==> config.mk <==
export PLATFORM = sky130hd
export DESIGN_NAME = median_stream_ctrl
export DESIGN_NICKNAME = d
export VERILOG_FILES = /design/src/rtl/median_stream_ctrl.sv
export SDC_FILE = /design/constraint.sdc
export NUM_CORES = 1
export LEC_CHECK = 0
export BUFFER_PORTS_ARGS = -buffer_cell sky130_fd_sc_hd__buf_2
export CAP_MARGIN = 10
export CORE_ASPECT_RATIO = 1.1
export CORE_MARGIN = 4
export CORE_UTILIZATION = 50
export DETAILED_ROUTE_END_ITERATION = 10
export GPL_ROUTABILITY_DRIVEN = 0
export PLACE_DENSITY = 0.71
export SLEW_MARGIN = 20
export SYNTH_ARGS = -nofsm -noshare
export SYNTH_HDL_FRONTEND = slang
export SYNTH_SLANG_ARGS = --single-unit
==> constraint.sdc <==
create_clock -name clk -period 2.3 [get_ports clk]
set_input_delay 0.115 -clock clk [delete_from_list [all_inputs] [get_ports clk]]
set_output_delay 0.115 -clock clk [all_outputs]
set_load 0.05 [all_outputs]
==> src/rtl/median_stream_ctrl.sv <==
// rtl/median_stream_ctrl.sv - sequences line-buffer columns into the median filter and tags its output
module median_stream_ctrl #(
  parameter int COLUMN_NUM = 7,
  parameter int IMG_WIDTH  = 640,
  parameter int IMG_HEIGHT = 480,
  parameter int PIPE_LAT   = 5,
  parameter int CNT_W      = 10
) (
  input  logic clk,
  input  logic rst_n,
  input  logic frame_start,
  input  logic col_valid,
  output logic col_ready,
  output logic filt_refresh,
  output logic pix_valid,
  output logic pix_eol,
  output logic pix_eof,
  output logic busy,
  output logic frame_done,
  output logic err_underrun
);

  typedef enum logic [2:0] {
    S_IDLE,
    S_FLUSH,
    S_STREAM,
    S_DRAIN,
    S_ABORT
  } state_t;

  localparam logic [CNT_W-1:0] LAST_COL   = CNT_W'(IMG_WIDTH - 1);
  localparam logic [CNT_W-1:0] LAST_LINE  = CNT_W'(IMG_HEIGHT - 1);
  localparam logic [CNT_W-1:0] LAST_DRAIN = CNT_W'(PIPE_LAT - 1);
  localparam logic [CNT_W-1:0] FIRST_WIN  = CNT_W'(COLUMN_NUM - 1);

  state_t                    state_q, state_d;
  logic [CNT_W-1:0]          col_q, col_d;
  logic [CNT_W-1:0]          line_q, line_d;
  logic [CNT_W-1:0]          drain_q, drain_d;
  logic                      err_q, err_d;
  // Tag bits: [2] complete window, [1] end of line, [0] end of frame.
  logic [2:0]                tag_d;
  logic [PIPE_LAT-1:0][2:0]  tag_q;
  logic                      tag_clr;

  always_comb begin
    state_d      = state_q;
    col_d        = col_q;
    line_d       = line_q;
    drain_d      = drain_q;
    err_d        = err_q;
    col_ready    = 1'b0;
    filt_refresh = 1'b0;
    frame_done   = 1'b0;
    tag_clr      = 1'b0;
    tag_d        = 3'b000;
    case (state_q)
      S_IDLE: begin
        if (frame_start) begin
          state_d = S_FLUSH;
          line_d  = '0;
          err_d   = 1'b0;
        end
      end
      S_FLUSH: begin
        filt_refresh = 1'b1;
        col_d        = '0;
        state_d      = S_STREAM;
      end
      S_STREAM: begin
        col_ready = 1'b1;
        if (col_valid) begin
          tag_d[2] = (col_q >= FIRST_WIN);
          tag_d[1] = (col_q == LAST_COL);
          tag_d[0] = (col_q == LAST_COL) && (line_q == LAST_LINE);
          if (col_q == LAST_COL) begin
            state_d = S_DRAIN;
            drain_d = '0;
          end else begin
            col_d = col_q + CNT_W'(1);
          end
        end else begin
          // The filter cannot stall, so a missing column poisons the whole line.
          state_d = S_ABORT;
          err_d   = 1'b1;
          tag_clr = 1'b1;
        end
      end
      S_DRAIN: begin
        if (drain_q == LAST_DRAIN) begin
          if (line_q == LAST_LINE) begin
            state_d    = S_IDLE;
            frame_done = 1'b1;
          end else begin
            line_d  = line_q + CNT_W'(1);
            state_d = S_FLUSH;
          end
        end else begin
          drain_d = drain_q + CNT_W'(1);
        end
      end
      S_ABORT: begin
        filt_refresh = 1'b1;
        tag_clr      = 1'b1;
        state_d      = S_IDLE;
      end
      default: state_d = S_IDLE;
    endcase
  end

  always_ff @(posedge clk or negedge rst_n) begin
    if (!rst_n) begin
      state_q <= S_IDLE;
      col_q   <= '0;
      line_q  <= '0;
      drain_q <= '0;
      err_q   <= 1'b0;
      tag_q   <= '0;
    end else begin
      state_q <= state_d;
      col_q   <= col_d;
      line_q  <= line_d;
      drain_q <= drain_d;
      err_q   <= err_d;
      if (tag_clr) begin
        tag_q <= '0;
      end else begin
        tag_q[0] <= tag_d;
        for (int i = 1; i < PIPE_LAT; i++) tag_q[i] <= tag_q[i-1];
      end
    end
  end

  assign pix_valid    = tag_q[PIPE_LAT-1][2];
  assign pix_eol      = tag_q[PIPE_LAT-1][2] & tag_q[PIPE_LAT-1][1];
  assign pix_eof      = tag_q[PIPE_LAT-1][2] & tag_q[PIPE_LAT-1][0];
  assign busy         = (state_q != S_IDLE);
  assign err_underrun = err_q;

endmodule
==> flow_metrics.env <==
export IMPL_synth_edff_count=0
export IMPL_hold_viol_final=0
export IMPL_area_delta_synth_final_pct=10.1
export IMPL_synth_avg_cell_area_sq_um=10.2
export IMPL_ys_types=58
export IMPL_cts_tree="yes"
export IMPL_clk_pin_slew_ps=90
export IMPL_diodes=0
export IMPL_ant_nets=0
export IMPL_hold_class="in -> reg"
export IMPL_r2r_worst_path_cells=6
export IMPL_dieArea_sq_mm=0.00619
export IMPL_setup_violations_final=0
export IMPL_fin_skew_ps=3.71
export IMPL_ys_warn_count=0
export IMPL_syn_num_nets=254
export IMPL_antenna_found_initial=0
export IMPL_crit_fanout=5
export IMPL_yosys_area_share_simple_pct=26.2
export IMPL_core_area_sq_mm=0.00475
export IMPL_max_freq_mhz=457
export IMPL_p_leak_nw=1.23
export IMPL_final_setup_tns_ps=0
export IMPL_final_cell_mix="dfrtp_1, nand2_1, nor2_1, nor2b_1, a31oi_1"
export IMPL_slew_headroom_pct=55.5
export IMPL_place_hpwl_microns=3430
export IMPL_rsz0062_at_grt="no"
export IMPL_clk_path_buf_depth=2
export IMPL_crit_family="simple AND/OR/NAND/NOR gates"
export IMPL_cts_root_buf="clkbuf_8"
export IMPL_clk_latency_ps=310
export IMPL_ioPinCount=12
export IMPL_postCtsSetupBuffers=0
export IMPL_route_detailed_drc=0
export IMPL_die_w_microns=75.4
export IMPL_worst_slew_pin_slew_ps=666
export IMPL_cp_start_kind="flop"
export IMPL_num_vias=1895
export IMPL_cp_data_required_time_ps=2180
export IMPL_initial_utilization_pct=52.5
export IMPL_path_depth=5
export IMPL_synthMuxAreaShare_pct=2.06
export IMPL_gr_usage_all_layers_pct=17.0
export IMPL_criticalPathCategory="reg -> out"
export IMPL_end_kind="primary output"
export IMPL_numCtsBuffers=5
export IMPL_synthXorXnorAreaFrac_pct=1.40
export IMPL_netlist_area_sq_mm=0.00249
export IMPL_crit_chain="ha_1 > nand4_1 > or4_4 > nor3_2 > buf_4"
export IMPL_synth_top_family_by_area="simple AND/OR/NAND/NOR gates"
export IMPL_fin_nets=273
export IMPL_layout_commonest_cell="dfrtp_1"
export IMPL_drv_slew=0
export IMPL_port_buffers=11
export IMPL_die_h_microns=82.1
export IMPL_power_total_w=0.00273
export IMPL_power_density_mw_per_mm2=993
export IMPL_synth_seq_cells=49
export IMPL_first_global_vias=1732
export IMPL_synth_top_cells_by_area="dfrtp_1, nand2_1, nor2b_1, a31oi_1, ha_1"
export IMPL_peakVddDrop_uv=647
export IMPL_fin_crit_ps=2190
export IMPL_crit_slowest_cell="or4_4"
export IMPL_netlist_area_leader_share_pct=49.1
export IMPL_wirelength_microns=4770
export IMPL_finalCritPeriodShare_pct=95.1
export IMPL_synth_cells=245
export IMPL_wl_per_cell_microns=14.9
export IMPL_viasPerCell=5.90
export IMPL_seq_area_frac_synth_pct=49.1
export IMPL_synth_main_ff_cell="dfrtp_1"
export IMPL_grt_pass1_wl_microns=8070
export IMPL_drt_iter0_markers=94
export IMPL_synth_async_sr_flop_share_pct=100
export IMPL_outcome="completed"
export IMPL_synth_compound_area_share_pct=15.5
export IMPL_synth_adder_area_share_pct=2.51
export IMPL_yosys_area_top_type="dfrtp_1"
export IMPL_grt_max_degree=19
export IMPL_cap_viol_max_count=0
export IMPL_final_layout_size_suffix_gt1_share_pct=15.1
export IMPL_overflow=0
export IMPL_cp_arrival_ps=2070
export IMPL_fp_row_count=26
export IMPL_firstDrtPassIters=4
export IMPL_worst_path_buf_inv=1
export IMPL_cts_sinks=49
export IMPL_slowest_delay_ps=540
export IMPL_clock_tree_htree_level_count=2
export IMPL_hold_depth=2
==> cells in the mapped netlist (all sizes together), types with 4 or more instances <==
| library cell | number |
|---|---|
| nor2b | 13 |
| nand4 | 6 |
| nor2 | 13 |
| ha | 5 |
| a21oi | 9 |
| dfrtp | 49 |
| o21ai | 10 |
| nand2 | 25 |
| mux2i | 4 |
| o211ai | 4 |
| a31oi | 11 |
| nand3 | 9 |
| o31ai | 4 |
| nor3 | 11 |
| and3 | 6 |
| and2 | 4 |
| buf | 5 |
| inv | 7 |
==> final cells by class <==
cell class              count  area (sq um)
flip-flops and latches     49          1230
clock inverters             3          25.0
inverters                   8          31.3
multi-input cells         180          1200
well taps                  56          70.1
fillers                   418          2000
clock buffers               5          68.8
repair buffers             20           128
==> registers in the layout, summed over array words and instances (netlist names) <==
signal and count:
pix_valid 1, line_q 10, state_q 3, err_underrun 1, drain_q 10, tag_q 14, col_q 10
==> power by group <==
part | total [W] | switching, W | internal [W] | leakage (nW)
clock network | 0.000528 | 0.000308 | 0.000220 | 0.0447
registers | 0.00122 | 0.000202 | 0.00102 | 0.652
logic | 0.000981 | 0.000609 | 0.000371 | 0.533
total | 0.00273 | 0.00112 | 0.00161 | 1.23
==> metal layers <==
layer	track usage (%)	vias to the layer above	part of all wire, %
met3	3.67	4	3.2
met1	23.6	922	49
met5	0	-	0
li1	-	944	-
met2	26.7	25	47
met4	4.72	0	1.2
==> final timing paths <==
check                           from    endpoint  slack (ps)
max                        line_q[0]  frame_done         110
min                        col_valid  state_q[2]          40
max reg2reg                 col_q[0]  drain_q[6]         350
min reg2reg                tag_q[11]   pix_valid         470
max in group asynchronous      rst_n   line_q[4]        1470
min in group asynchronous      rst_n   pix_valid         250
==> cells by family after synthesis <==
logic type	after synthesis
adder cells (fa/ha/maj)	5
flip-flops	49
buffers and inverters	16
multiplexers	5
AND/OR/NAND/NOR	109
AO/OA/AOI/OAI	57
XOR/XNOR	4
==> through the flow <==
step	instances	utilization, %	hold WS [ps]	area (sq um)	setup WS, ps
3_3_place_gp	312	55.5	59.5	2640	372
6_report	321	57.9	41.3	2750	112
2_1_floorplan	245	-	-181	2500	215
4_1_cts	321	57.8	47.7	2740	41.2
5_1_grt	321	57.9	53.2	2750	4.65
3_5_place_dp	312	55.5	60.7	2640	327
==> repair_timing <==
| action | CTS | global route |
|---|---|---|
| setup endpoints to repair | 1 | 1 |
| endpoints found under the hold margin | 16 | 0 |
| gates resized for setup | 1 | 1 |
| hold buffers | 1 | 0 |
Power figures use the tool's default switching activity.
